===== src/rtl/wb_compressor_if.sv =====
// Bundles the Wishbone slave port and the compressed-wishbone pin bus
// of the ppcpu-side initiator into one interface.
//
// Handshake: a Wishbone request is valid when wb_cyc & wb_stb are both high;
// the slave answers with exactly one cycle of wb_ack or wb_err. On the cw
// side, cw_dir=1 means the initiator drives cw_io_o, cw_req marks the first
// beat, and the responder answers with cw_ack (read data valid on cw_io_i
// the same cycle) or cw_err while cw_dir=0.
interface wb_compressor_if;
    logic        wb_cyc;
    logic        wb_stb;
    logic        wb_we;
    logic [23:0] wb_adr;
    logic [1:0]  wb_sel;
    logic [15:0] wb_i_dat;
    logic [15:0] wb_o_dat;
    logic        wb_ack;
    logic        wb_err;
    logic [15:0] cw_io_o;
    logic [15:0] cw_io_i;
    logic        cw_req;
    logic        cw_dir;
    logic        cw_ack;
    logic        cw_err;

    // View of the compressor: Wishbone slave, cw initiator.
    modport slave (
        input  wb_cyc, wb_stb, wb_we, wb_adr, wb_sel, wb_i_dat,
        output wb_o_dat, wb_ack, wb_err,
        output cw_io_o, cw_req, cw_dir,
        input  cw_io_i, cw_ack, cw_err
    );

    // View of the surroundings: Wishbone master plus cw responder.
    modport master (
        output wb_cyc, wb_stb, wb_we, wb_adr, wb_sel, wb_i_dat,
        input  wb_o_dat, wb_ack, wb_err,
        input  cw_io_o, cw_req, cw_dir,
        output cw_io_i, cw_ack, cw_err
    );
endinterface


===== src/rtl/wb_compressor.sv =====
// wb_compressor: serialises one classic Wishbone cycle into 16-bit beats on
// the cw pin bus (address low, {we,sel,adr high}, optional write data), then
// turns the bus around and waits for cw_ack/cw_err with a bounded timeout.
// All outputs come straight from registers.
module wb_compressor #(
    parameter int TO_W = 8
) (
    input  logic                  i_clk,
    input  logic                  i_rst,
    wb_compressor_if.slave        bus,
    output logic [2:0]            dbg_state
);

    typedef enum logic [2:0] {
        S_IDLE = 3'd0,
        S_ADR0 = 3'd1,
        S_ADR1 = 3'd2,
        S_DATA = 3'd3,
        S_WAIT = 3'd4,
        S_RESP = 3'd5
    } state_t;

    // Counter value whose increment reaches all-ones: the last WAIT cycle.
    localparam logic [TO_W-1:0] TO_LAST = {{(TO_W-1){1'b1}}, 1'b0};

    state_t          state_q, state_d;
    logic            we_q, we_d;
    logic [23:0]     adr_q, adr_d;
    logic [1:0]      sel_q, sel_d;
    logic [15:0]     wdat_q, wdat_d;
    logic [TO_W-1:0] cnt_q, cnt_d;
    logic [15:0]     rdat_q, rdat_d;
    logic            ack_q, ack_d;
    logic            err_q, err_d;
    logic            req_q, req_d;
    logic            dir_q, dir_d;
    logic [15:0]     io_q, io_d;

    // State, latched request and output registers with synchronous reset.
    always_ff @(posedge i_clk) begin
        if (!i_rst) begin
            state_q <= S_IDLE;
            we_q    <= 1'b0;
            adr_q   <= '0;
            sel_q   <= '0;
            wdat_q  <= '0;
            cnt_q   <= '0;
            rdat_q  <= '0;
            ack_q   <= 1'b0;
            err_q   <= 1'b0;
            req_q   <= 1'b0;
            dir_q   <= 1'b1;
            io_q    <= '0;
        end else begin
            state_q <= state_d;
            we_q    <= we_d;
            adr_q   <= adr_d;
            sel_q   <= sel_d;
            wdat_q  <= wdat_d;
            cnt_q   <= cnt_d;
            rdat_q  <= rdat_d;
            ack_q   <= ack_d;
            err_q   <= err_d;
            req_q   <= req_d;
            dir_q   <= dir_d;
            io_q    <= io_d;
        end
    end

    // Next state, request latching, and output values for the state being entered.
    always_comb begin
        state_d = state_q;
        we_d    = we_q;
        adr_d   = adr_q;
        sel_d   = sel_q;
        wdat_d  = wdat_q;
        cnt_d   = cnt_q;
        rdat_d  = rdat_q;
        ack_d   = 1'b0;
        err_d   = 1'b0;
        req_d   = 1'b0;
        dir_d   = 1'b1;
        io_d    = '0;

        case (state_q)
            S_IDLE: begin
                if (bus.wb_cyc && bus.wb_stb) begin
                    we_d    = bus.wb_we;
                    adr_d   = bus.wb_adr;
                    sel_d   = bus.wb_sel;
                    wdat_d  = bus.wb_i_dat;
                    state_d = S_ADR0;
                end
            end
            S_ADR0: state_d = S_ADR1;
            S_ADR1: state_d = we_q ? S_DATA : S_WAIT;
            S_DATA: state_d = S_WAIT;
            S_WAIT: begin
                cnt_d = cnt_q + 1'b1;
                // err beats ack, ack beats the timeout; a dropped wb_cyc only
                // suppresses the Wishbone response, not the cw sequence.
                if (bus.cw_err) begin
                    err_d   = bus.wb_cyc;
                    state_d = S_RESP;
                end else if (bus.cw_ack) begin
                    if (!we_q) begin
                        rdat_d = bus.cw_io_i;
                    end
                    ack_d   = bus.wb_cyc;
                    state_d = S_RESP;
                end else if (cnt_q == TO_LAST) begin
                    err_d   = bus.wb_cyc;
                    state_d = S_RESP;
                end
            end
            S_RESP: begin
                cnt_d   = '0;
                state_d = S_IDLE;
            end
            default: state_d = S_IDLE;
        endcase

        case (state_d)
            S_ADR0: begin
                req_d = 1'b1;
                io_d  = adr_d[15:0];
            end
            S_ADR1: io_d = {we_q, sel_q, 5'b0, adr_q[23:16]};
            S_DATA: io_d = wdat_q;
            S_WAIT: dir_d = 1'b0;
            default: ;
        endcase
    end

    assign bus.wb_o_dat = rdat_q;
    assign bus.wb_ack   = ack_q;
    assign bus.wb_err   = err_q;
    assign bus.cw_req   = req_q;
    assign bus.cw_dir   = dir_q;
    assign bus.cw_io_o  = io_q;
    assign dbg_state    = state_q;

endmodule


===== src/flat_wrapper.sv =====
// flat-port wrapper written by rule: the top's interface ports become plain ports
module wb_compressor_flat 
#(
    parameter int TO_W = 8
)
  (i_clk, i_rst, dbg_state, bus_wb_cyc, bus_wb_stb, bus_wb_we, bus_wb_adr, bus_wb_sel, bus_wb_i_dat, bus_wb_o_dat, bus_wb_ack, bus_wb_err, bus_cw_io_o, bus_cw_req, bus_cw_dir, bus_cw_io_i, bus_cw_ack, bus_cw_err);
  wb_compressor_if bus_i ();
  input  logic i_clk;
  input  logic i_rst;
  output logic [2:0] dbg_state;
  input wire logic [$bits(bus_i.wb_cyc)-1:0] bus_wb_cyc;
  input wire logic [$bits(bus_i.wb_stb)-1:0] bus_wb_stb;
  input wire logic [$bits(bus_i.wb_we)-1:0] bus_wb_we;
  input wire logic [$bits(bus_i.wb_adr)-1:0] bus_wb_adr;
  input wire logic [$bits(bus_i.wb_sel)-1:0] bus_wb_sel;
  input wire logic [$bits(bus_i.wb_i_dat)-1:0] bus_wb_i_dat;
  output wire logic [$bits(bus_i.wb_o_dat)-1:0] bus_wb_o_dat;
  output wire logic [$bits(bus_i.wb_ack)-1:0] bus_wb_ack;
  output wire logic [$bits(bus_i.wb_err)-1:0] bus_wb_err;
  output wire logic [$bits(bus_i.cw_io_o)-1:0] bus_cw_io_o;
  output wire logic [$bits(bus_i.cw_req)-1:0] bus_cw_req;
  output wire logic [$bits(bus_i.cw_dir)-1:0] bus_cw_dir;
  input wire logic [$bits(bus_i.cw_io_i)-1:0] bus_cw_io_i;
  input wire logic [$bits(bus_i.cw_ack)-1:0] bus_cw_ack;
  input wire logic [$bits(bus_i.cw_err)-1:0] bus_cw_err;
  assign bus_i.wb_cyc = bus_wb_cyc;
  assign bus_i.wb_stb = bus_wb_stb;
  assign bus_i.wb_we = bus_wb_we;
  assign bus_i.wb_adr = bus_wb_adr;
  assign bus_i.wb_sel = bus_wb_sel;
  assign bus_i.wb_i_dat = bus_wb_i_dat;
  assign bus_wb_o_dat = bus_i.wb_o_dat;
  assign bus_wb_ack = bus_i.wb_ack;
  assign bus_wb_err = bus_i.wb_err;
  assign bus_cw_io_o = bus_i.cw_io_o;
  assign bus_cw_req = bus_i.cw_req;
  assign bus_cw_dir = bus_i.cw_dir;
  assign bus_i.cw_io_i = bus_cw_io_i;
  assign bus_i.cw_ack = bus_cw_ack;
  assign bus_i.cw_err = bus_cw_err;
  wb_compressor #(.TO_W(TO_W)) u_core (.i_clk(i_clk), .i_rst(i_rst), .bus(bus_i), .dbg_state(dbg_state));
endmodule

===== config.mk =====
export PLATFORM = sky130hd
export DESIGN_NAME = wb_compressor_flat
export DESIGN_NICKNAME = d
export VERILOG_FILES = /design/src/rtl/wb_compressor_if.sv /design/src/rtl/wb_compressor.sv /design/src/flat_wrapper.sv
export SDC_FILE = /design/constraint.sdc
export NUM_CORES = 1
export LEC_CHECK = 0
export BUFFER_PORTS_ARGS = -buffer_cell sky130_fd_sc_hd__buf_2
export CORE_MARGIN = 5
export CORE_UTILIZATION = 35
export CTS_CLUSTER_DIAMETER = 200
export DETAILED_ROUTE_END_ITERATION = 10
export GPL_TIMING_DRIVEN = 0
export PLACE_DENSITY = 0.58
export SLEW_MARGIN = 20
export SYNTH_ARGS = -nofsm -noshare
export SYNTH_HDL_FRONTEND = slang
export SYNTH_SLANG_ARGS = --single-unit

===== constraint.sdc =====
create_clock -name i_clk -period 2.7 [get_ports i_clk]
set_clock_uncertainty 0.2 [all_clocks]
set_input_delay 0.135 -clock i_clk [delete_from_list [all_inputs] [get_ports i_clk]]
set_output_delay 0.135 -clock i_clk [all_outputs]
set_load 0.02 [all_outputs]

After elaboration in Yosys (flattened, before gate mapping)
Index checks and enable logic that the tools add are counted.
Widths: inputs -> output; s select.
{"block": "word_totals", "register_bits": 90, "output_inout_bits": 39}
{"block": "op_classes", "reduce_logical": 7, "eq_ne": 10, "addsub": 1, "bitwise_logic": 5, "n_mux": 15}
{"cell": "$pmux 16 s3", "count": 1}
{"cell": "$mux 16", "count": 2}
{"cell": "$pmux 8 s2", "count": 1}
{"cell": "$mux 3", "count": 5}
{"cell": "$pmux 3 s5", "count": 1}
{"cell": "$eq 3x2->1 const B", "count": 4}
{"cell": "$eq 3x3->1 const B", "count": 3}
{"cell": "$add 8x1->8 const B", "count": 1}
{"cell": "$eq 8x8->1 const B", "count": 1}
{"cell": "$eq 3x1->1 const B", "count": 2}
{"cell": "$mux 1", "count": 5}
{"cell": "$not 1->1", "count": 5}
{"cell": "$reduce_and 2->1", "count": 2}
{"cell": "$reduce_and 4->1", "count": 1}
{"cell": "$reduce_or 4->1", "count": 1}
{"cell": "$logic_not 3->1", "count": 1}
{"cell": "$reduce_bool 2->1", "count": 1}
{"cell": "$logic_and 1x1->1", "count": 1}

Depth between registers and ports, before layout
Gate-level depths: netlist of run 1.
{"block": "logic_depth", "depth_word": 7, "ltp_mapped": 7, "ltp_nobuf": 6}

Worst setup path after synthesis of run 1
No wires, ideal clock.
{"block": "synth_path", "path_type": "register to register", "from": "reg u_core.cnt_q[0]", "to": "reg u_core.io_q[0], in the netlist u_core.bus.cw_io_o[0]", "arrival_time_ns": 1.785, "path_buffers": 1, "setup_ns": 0.076, "setup_slack_ns": 0.639, "path_stages_with_launch": 8, "cell_sequence": "dfxtp_1 inv_1 ha_1 and3_1 a2111o_1 mux2_2 clkbuf_1 o22ai_1"}
{"block": "synth_between", "elab_chain_len": 7, "word_cells_on_any_way": 9, "classes_between": "4 x eq/ne; 5 x mux"}
{"element": "from (decl)", "line_no": "wb_compressor.sv:31", "rtl": "logic [TO_W-1:0] cnt_q, cnt_d;"}
{"element": "from (signal assigned)", "line_no": "wb_compressor.sv:60", "rtl": "cnt_q <= cnt_d;"}
{"element": "$eq 8x8->1 *", "line_no": "wb_compressor.sv:111", "rtl": "end else if (cnt_q == TO_LAST) begin"}
{"element": "$mux 3 *", "line_no": "wb_compressor.sv:111"}
{"element": "$mux 3 *", "line_no": "wb_compressor.sv:105", "rtl": "end else if (bus.cw_ack) begin"}
{"element": "$mux 3 *", "line_no": "wb_compressor.sv:102", "rtl": "if (bus.cw_err) begin"}
{"element": "$pmux 3 s5 *", "line_no": "wb_compressor.sv:85", "rtl": "case (state_q)"}
{"element": "$eq 3x2->1 / $eq 3x1->1 (equally long branches)", "line_no": "wb_compressor.sv:123", "rtl": "case (state_d)"}
{"element": "$pmux 16 s3 *", "line_no": "wb_compressor.sv:123"}
{"element": "to (signal assigned)", "line_no": "wb_compressor.sv:66", "rtl": "io_q <= io_d;"}
{"element": "to (decl)", "line_no": "wb_compressor.sv:37", "rtl": "logic [15:0] io_q, io_d;"}
Mark *: on every way between the ends. The rest lies on a longest branch, timed or not.
A chain may end at the register's enable or synchronous reset.

Worst setup path after layout of run 1
{"block": "layout_path", "from": "reg u_core.cnt_q[0]", "to": "reg u_core.io_q[2], in the netlist u_core.bus.cw_io_o[2]"}
The elaborated chain is that of the path after synthesis.

==> results.cfg, run 1 <==
[yosys]
synthesis.nets = 425
synth_cell_types = 44
netlist_instances = 358
syn-cell-area_um2 = 3032
syn_avg_cell_area_um2 = 8.468
yosysTopAreaCellShare = 0.4887
ys_warn_count = 0
yosysSeqAreaShare = 0.4887
yosys-top-cells-area = dfxtp_1 (49%), nand2_1 (15%), a21boi_0 (8.7%), a222oi_1 (3.3%), clkbuf_1 (2.6%)
ys_ff_latch = 74
yosysTopAreaCell = dfxtp_1

[clock_network]
post_cts_resized = 0
cts_max_path_buffers = 2
clk_pin_slew_ns = 0.08
cts-root-buf = clkbuf_8
cts_hold_buf = 64
numCtsBuffers = 9
clk_latency_ns = 0.34
cts_setup_buffers = 0
h-tree-depth = 3
clkSinkCount = 74
tritoncts = built

[pwr]
ir_drop_v = 0.0002537
p_leak_nw = 1.837
pwr_density_cell_nw_per_um2 = 542.9

[sta]
fin_tns_setup_ns = 0
setup_viol = 0
slew_headroom = 0.4013
finalCriticalPeriod_ns = 2.465
slew_violations = 0
tightest_slew_ns = 0.8906
finalHoldViolCount = 0
max_freq_ghz = 0.4057
min_period_over_period = 0.9129
rsz0062_at_grt = false

[routing]
drc = 0
postRouteAntennaNets = 0
drt-total-wl_mm = 9.126
via_count = 3123
wl_per_cell_um = 14.08
drt_iter0_markers = 139
vias_per_cell = 4.819
dr.pass1.iters = 5

[critical_path]
arrival_ns = 2.53
worst_path_max_delay_cell = a2111o_1
end_kind = register
critPathLaunchType = register
critPathTopFamily = compound AO/OA/AOI/OAI gates
crit_chain = inv_1 > ha_1 > and3_1 > a2111o_1 > mux2_2 > clkbuf_1 > o22ai_1
crit_fanout = 10
slowest_delay_ns = 0.46
worst_ep_required_time_ns = 2.76
path_class = register to register
crit_buf_inv = 2

[floorplan]
rows = 34
io_pins = 104
dieWidth_um = 103.1
core_um2 = 8593
dieArea_um2 = 10620
start_util = 0.3528
die_y_um = 103.1

[final_layout]
fillers = 826
final_cells = 648
drive_above_1_share = 0.2315
area_growth_pct = 50.14
final_cell_mix = nand2_1 (119), buf_2 (105), dfxtp_1 (74), dlygate4sd3_1 (64), a21boi_0 (35)
final_common_cell = nand2_1
fin_nets = 602
diodes = 0
final_area_um2 = 4552

[global_routing]
grt_first_pass_wirelength_mm = 14.30
antenna_found_initial = 0
overflow = 0
grt_usage = 0.1727
grt_start_max_net_pins = 13
grt_pass1_vias = 3014

[placed_design]
dpl.hpwl_mm = 6.264
place.gp.congestion = 0.9118
placed_area_um2 = 3677
dp_cells = 568
port-buffer-count = 102

[outcome]
status = finished, final reports clean

[min_path]
hold_path_class = input port to register

[job]
cap_viol_max_count = 0
[path summary, 6_finish.rpt]
kind                       endpoint  slack (ns)                   start  depth (start not counted)
max           u_core.bus.cw_io_o[2]        0.24         u_core.cnt_q[0]                          7
max reg2reg   u_core.bus.cw_io_o[2]        0.24         u_core.cnt_q[0]                          7
min reg2reg  u_core.bus.wb_o_dat[1]        0.26  u_core.bus.wb_o_dat[1]                          2
min             u_core.dbg_state[1]        0.04                   i_rst                          3
[through the flow]
stage	hold WS [ns]	utilization	power [mW]	setup slack, ns
floorplan	0.06986	-	1.299	0.6391
global placement	0.1763	0.4279	1.403	0.3020
detailed placement	0.1799	0.4279	1.406	0.2928
CTS	0.03464	0.5297	2.490	0.2630
global route	0.07384	0.5297	2.569	0.06158
finish	0.04041	0.5297	2.471	0.2350
[registers in the layout (all words and copies together) (netlist names)]
| signal | flops |
|---|---|
| u_core.bus.cw_req | 1 |
| u_core.adr_q | 8 |
| u_core.bus.wb_err | 1 |
| u_core.cnt_q | 8 |
| u_core.bus.cw_io_o | 16 |
| u_core.bus.wb_o_dat | 16 |
| u_core.wdat_q | 16 |
| u_core.sel_q | 2 |
| u_core.dbg_state | 3 |
| u_core.bus.cw_dir | 1 |
| u_core.bus.wb_ack | 1 |
| u_core.we_q | 1 |
[cells by family after synthesis]
group                      after synthesis  share of synthesized area
adders and majority gates                2                   0.008253
muxes                                    2                   0.007016
AOI/OAI and AO/OA                       89                     0.2163
xor gates and xnor gates                 3                   0.008669
and+or+nand+nor                        157                     0.2266
buffers and inverters                   31                    0.04457
DFF                                     74                     0.4887
[cells in the mapped netlist, drive strengths merged]
library cell	n
a2111o	1
a21boi	45
a21oi	7
a221o	1
a221oi	1
a222oi	10
a2bb2oi	1
a31oi	2
a32o	1
and2	3
and3	2
and4	1
buf	7
clkbuf	21
dfxtp	74
ha	2
inv	3
mux2	1
mux2i	1
nand2	119
nand2b	4
nand3	3
nand3b	1
nand4	2
nor2	6
nor2b	4
nor3	5
nor3b	2
nor4	2
o21a	1
o21ai	6
o22ai	12
o2bb2ai	1
or3	1
or3b	1
or4	1
xnor2	1
xor2	2
[power by group]
part / total [mW] / internal (mW) / switching (mW)
Clock: 1.02 / 0.613 / 0.405
Combinational: 0.307 / 0.157 / 0.150
Sequential: 1.15 / 1.12 / 0.0220
[final cells by class]
| cell class | instances | area [µm²] | share of cell area |
|---|---|---|---|
| multi-input combinational | 253 | 1415 | 0.3109 |
| tap | 108 | 135.1 | 0.02969 |
| buffer | 28 | 123.9 | 0.02721 |
| inverter | 3 | 11.26 | 0.002474 |
| timing repair buffer | 166 | 1151 | 0.2529 |
| clock buffer | 11 | 131.4 | 0.02886 |
| clock inverter | 5 | 102.6 | 0.02254 |
| sequential | 74 | 1481 | 0.3255 |
[layer usage]
metal | vias up | track usage | wire length, µm
met5 | - | 0 | 0
met4 | 0 | 0.06673 | 165
met1 | 1413 | 0.2155 | 4004
met3 | 16 | 0.03518 | 607
li1 | 1588 | - | -
met2 | 106 | 0.2921 | 4349
[worst min-delay path: stages]
cell and delay (ns):
buf_1 0.17, nand2b_1 0.16, nor2_1 0.06
Power figures use the tool's default switching activity.
==> run 2, diff against run 1 <==
- CELL_PAD_IN_SITES_DETAIL_PLACEMENT: unset -> 1
- CELL_PAD_IN_SITES_GLOBAL_PLACEMENT: unset -> 2
- CORE_UTILIZATION: 35 -> 28
- PLACE_DENSITY: 0.58 -> 0.78
==> run 2 against run 1 <==
Net effect:
- critical path depth is the same
- largest cell class unchanged
- largest power group unchanged
- sequential share of layout area shrank 0.20 points
- worst setup slack lost 0.10 ns
- hold slack gained 0.011 ns
- cell area grew 0.63%
- clock-buffer cell count is the same
==> results.cfg, run 2 (same netlist as run 1, synthesis figures left out) <==
[global_routing]
use_met1 = 0.1947
grt_usage = 0.1666
overflow = 0
antenna_found_initial = 0
use_met3 = 0.04810
grt_pass1_vias = 3453
top_usage_layer = met2
grt_start_max_net_pins = 13
grt_first_pass_wirelength_mm = 17.09
met2_usage = 0.2947

[sta]
finalHoldViolCount = 0
slew_headroom = 0.3631
rsz0062_at_grt = false
tightest_slew_ns = 0.9533
min_period_over_period = 0.9505
max_freq_ghz = 0.3897
fin_tns_setup_ns = 0
finalCriticalPeriod_ns = 2.566
setup_viol = 0
slew_violations = 0

[routing]
wl_per_cell_um = 15.69
dr.pass1.iters = 4
via_count = 3151
vias_per_cell = 4.647
drt-total-wl_mm = 10.64
drc = 0
postRouteAntennaNets = 0
drt_iter0_markers = 123

[clock_network]
clk_pin_slew_ns = 0.07
clk_latency_ns = 0.34
cts_max_path_buffers = 2
tritoncts = built
cts-root-buf = clkbuf_8
h-tree-depth = 3
numCtsBuffers = 9
clkSinkCount = 74
cts_setup_buffers = 0

[critical_path]
reg2reg_depth = 7
end_kind = register
critPathLaunchType = register
arrival_ns = 2.61
r2r-end = u_core.bus.cw_io_o[14]
reg2reg_from = u_core.cnt_q[0]
worst_ep_required_time_ns = 2.74
crit_fanout = 10
path_class = register to register
reg2reg_slack_ns = 0.13

[pwr]
power.net_switching_uw = 590.9
pwr_density_cell_nw_per_um2 = 542.2
switching_share = 0.2379
ir_drop_v = 0.0002843
p_leak_nw = 1.832
pwr-share-comb = 0.126
seqPwrFrac = 0.462
power.total_mw = 2.484
pwr-share-clk = 0.412
power.internal_mw = 1.893

[final_layout]
fin_nets = 600
diodes = 0
area_growth_pct = 51.09
final_cell_mix = nand2_1 (119), buf_2 (105), dfxtp_1 (74), dlygate4sd3_1 (62), a21boi_0 (35)
drive_above_1_share = 0.2323
final_common_cell = nand2_1

[min_path]
hold_depth = 3
holdPathEnd = u_core.bus.cw_io_o[14]
hold_path_class = input port to register
min_from = bus_wb_adr[14]

[floorplan]
dieWidth_um = 114.1
die_y_um = 114.1
core_um2 = 10750
dieArea_um2 = 13010
rows = 38
io_pins = 104
start_util = 0.2821

[placed_design]
dpl.hpwl_mm = 7.261
port-buffer-count = 102
place.gp.congestion = 0.7580

[job]
cap_viol_max_count = 0

[outcome]
status = finished, final reports clean
-- run 2: changes by cell type in the layout (fill, tap and decap cells not counted) --
cell	before	now
dlygate4sd3_1	64	62
nor4_2	1	0
nor4_4	0	1
-- run 2: metrics by stage --
stage	worst slack (ns)	std cells	instance area, µm²	hold WS, ns	util
after global placement	0.2124	600	3717	0.1810	0.3459
after global routing	0.02860	678	4581	0.007462	0.4263
after floorplan	0.6391	358	3032	0.06986	-
after CTS	0.1630	678	4572	0.009036	0.4255
final	0.1337	678	4581	0.05134	0.4263
after detailed placement	0.1860	600	3717	0.1837	0.3459
-- run 2: routing by layer --
layer  share of wire  vias up
met5               0        -
met3           0.060       15
met1            0.43     1461
met4           0.017        0
met2            0.49       95
li1                -     1580
-- run 2: worst max-delay path by stage --
stage | from | end | cells past startpoint
5_1_grt | u_core.cnt_q[0] | u_core.bus.cw_io_o[14] | 7
3_3_place_gp | u_core.cnt_q[0] | u_core.bus.cw_io_o[14] | 7
2_1_floorplan | u_core.cnt_q[0] | u_core.bus.cw_io_o[0] | 7
4_1_cts | u_core.cnt_q[0] | u_core.bus.cw_io_o[14] | 7
6_report | u_core.cnt_q[0] | u_core.bus.cw_io_o[14] | 7
3_5_place_dp | u_core.cnt_q[0] | u_core.bus.cw_io_o[14] | 7
-- run 2: critical path, cell delays in order (launching register included) --
cell and delay, ns:
dfxtp_1 0.43, inv_1 0.09, ha_1 0.20, and3_1 0.20, a2111o_1 0.47, mux2_2 0.32
clkbuf_1 0.28, o22ai_1 0.27
-- run 2: timing repair --
| action | in CTS | in global routing |
|---|---|---|
| hold buffers | 62 | 0 |
| resized for setup | 0 | 1 |
| setup endpoints to repair | 0 | 1 |
| endpoints found under the hold margin | 60 | 0 |
-- run 2: power by group through the flow --
stage          combinational (mW)  clock, mW  sequential, mW
5_1_grt                     0.344       1.10            1.15
6_report                    0.313       1.02            1.15
2_1_floorplan               0.120          0            1.18
3_3_place_gp                0.238          0            1.17
3_5_place_dp                0.243          0            1.17
4_1_cts                     0.312       1.06            1.15
-- run 2: cell type report --
cell class | count | area (µm²)
Buffer | 28 | 123.9
Clock buffer | 11 | 131.4
Clock inverter | 5 | 102.6
Fill cell | 1312 | 6165
Inverter | 3 | 11.26
Multi-Input combinational cell | 253 | 1424
Sequential cell | 74 | 1481
Tap cell | 140 | 175.2
Timing Repair Buffer | 164 | 1131
==> run 3, diff against run 2 <==
==> constraint.sdc (replaced) <==
create_clock -name i_clk -period 2.7 [get_ports i_clk]
set_clock_uncertainty 0.2 [all_clocks]
set_input_delay 0.27 -clock i_clk [delete_from_list [all_inputs] [get_ports i_clk]]
set_output_delay 0.27 -clock i_clk [all_outputs]
set_load 0.02 [all_outputs]
==> run 3 against run 2 <==
Net effect:
- maximum frequency grew 0.49%
- largest cell class unchanged
- critical endpoint unchanged
- via count shrank 1.9%
- power shrank 0.61%
- highest routed layer unchanged
- routed wire length shrank 2.2%
==> results.cfg, run 3 (same netlist as run 1, synthesis figures left out) <==
[critical_path]
slowest_delay_ns = 0.47
arrival_ns = 2.60
path_class = register to register
reg2reg_slack_ns = 0.15
worst_path_max_delay_cell = a2111o_1
crit_chain = inv_1 > ha_1 > and3_1 > a2111o_1 > mux2_2 > clkbuf_1 > o22ai_1
crit_fanout = 10
critPathTopFamily = compound AO/OA/AOI/OAI gates
worst_ep_required_time_ns = 2.74
critPathLaunchType = register
end_kind = register
crit_buf_inv = 2

[final_layout]
regArea_um2 = 1481
drive_above_1_share = 0.2385
diodes = 0
final_util = 0.4124
area_growth_pct = 46.18
final_common_cell = nand2_1
final_cell_mix = nand2_1 (119), buf_2 (105), dfxtp_1 (74), dlygate4sd3_1 (48), a21boi_0 (35)
fillers = 1318
fin_nets = 586
multi_input_area_um2 = 1415

[floorplan]
dieArea_um2 = 13010
start_util = 0.2821
io_pins = 104
core_um2 = 10750
dieWidth_um = 114.1
rows = 38
die_y_um = 114.1

[global_routing]
grt_pass1_vias = 3352
grt_first_pass_wirelength_mm = 16.76
antenna_found_initial = 0
grt_start_max_net_pins = 13
grt_usage = 0.1633
overflow = 0

[clock_network]
tritoncts = built
cts-root-buf = clkbuf_8
clk_pin_slew_ns = 0.08
cts_max_path_buffers = 2
clkSinkCount = 74
clk_latency_ns = 0.34
numCtsBuffers = 9
cts_setup_buffers = 0
h-tree-depth = 3

[sta]
slew_violations = 0
tightest_slew_ns = 0.9876
finalCriticalPeriod_ns = 2.554
rsz0062_at_grt = false
min_period_over_period = 0.9459
slew_headroom = 0.3402
max_freq_ghz = 0.3916
fin_tns_setup_ns = 0
setup_viol = 0
finalHoldViolCount = 0

[placed_design]
place.gp.congestion = 0.7580
dpl.hpwl_mm = 7.261
port-buffer-count = 102

[pwr]
power.total_mw = 2.468
p_leak_nw = 1.769
ir_drop_v = 0.0002834
pwr_density_cell_nw_per_um2 = 557.0

[routing]
dr.pass1.iters = 4
postRouteAntennaNets = 0
wl_per_cell_um = 15.66
drc = 0
via_count = 3091
drt-total-wl_mm = 10.40
vias_per_cell = 4.655
drt_iter0_markers = 150

[min_path]
hold_path_class = input port to register

[outcome]
status = finished, final reports clean

[job]
cap_viol_max_count = 0
[run 3: through the flow]
stage          hold WS, ns  std cells  setup slack (ns)  cell area, µm²
4_1_cts           0.001870        664            0.1630            4432
3_5_place_dp        0.2458        600            0.1860            3717
6_report           0.02749        664            0.1462            4432
3_3_place_gp        0.2403        600            0.2124            3717
5_1_grt            0.02171        664           0.03037            4432
2_1_floorplan       0.2049        358            0.6391            3032
[run 3: per-layer routing]
metal / GRT usage / share of wire / vias to the layer above
met1: 0.1940 / 0.44 / 1430
met3: 0.04757 / 0.063 / 14
met2: 0.2881 / 0.48 / 95
met4: 0.04196 / 0.015 / 0
li1: - / - / 1552
met5: 0 / 0 / -
[run 3: repair_timing]
| item | 4_1_cts | 5_1_grt |
|---|---|---|
| gates resized for setup | 0 | 0 |
| hold buffers | 48 | 0 |
| endpoints found under the hold margin | 48 | 0 |
[run 3: area by class of cell]
class / count / area share
buffer: 28 / 0.02795
clock buffer: 11 / 0.02964
clock inverter: 5 / 0.02315
inverter: 3 / 0.002541
multi-input combinational: 253 / 0.3193
sequential: 74 / 0.3343
tap: 140 / 0.03953
timing repair buffer: 150 / 0.2236
[run 3: worst min-delay path: cells and delay by family]
family	cells	cell delay, ns
buffers and inverters	1	0.12
AND/OR/NAND/NOR	2	0.14
[run 3: report_power, final]
part	total, mW	switching, mW	internal (mW)
registers	1.15	0.0228	1.12
logic	0.295	0.153	0.143
clock network	1.03	0.413	0.614
[run 3: final timing paths]
path,startpoint,endpoint,depth (start not counted)
setup reg to reg,u_core.cnt_q[0],u_core.bus.cw_io_o[14],7
hold / removal,bus_wb_cyc,u_core.bus.wb_ack,3
hold reg to reg,u_core.bus.wb_o_dat[1],u_core.bus.wb_o_dat[1],2
setup / recovery,u_core.cnt_q[0],u_core.bus.cw_io_o[14],7
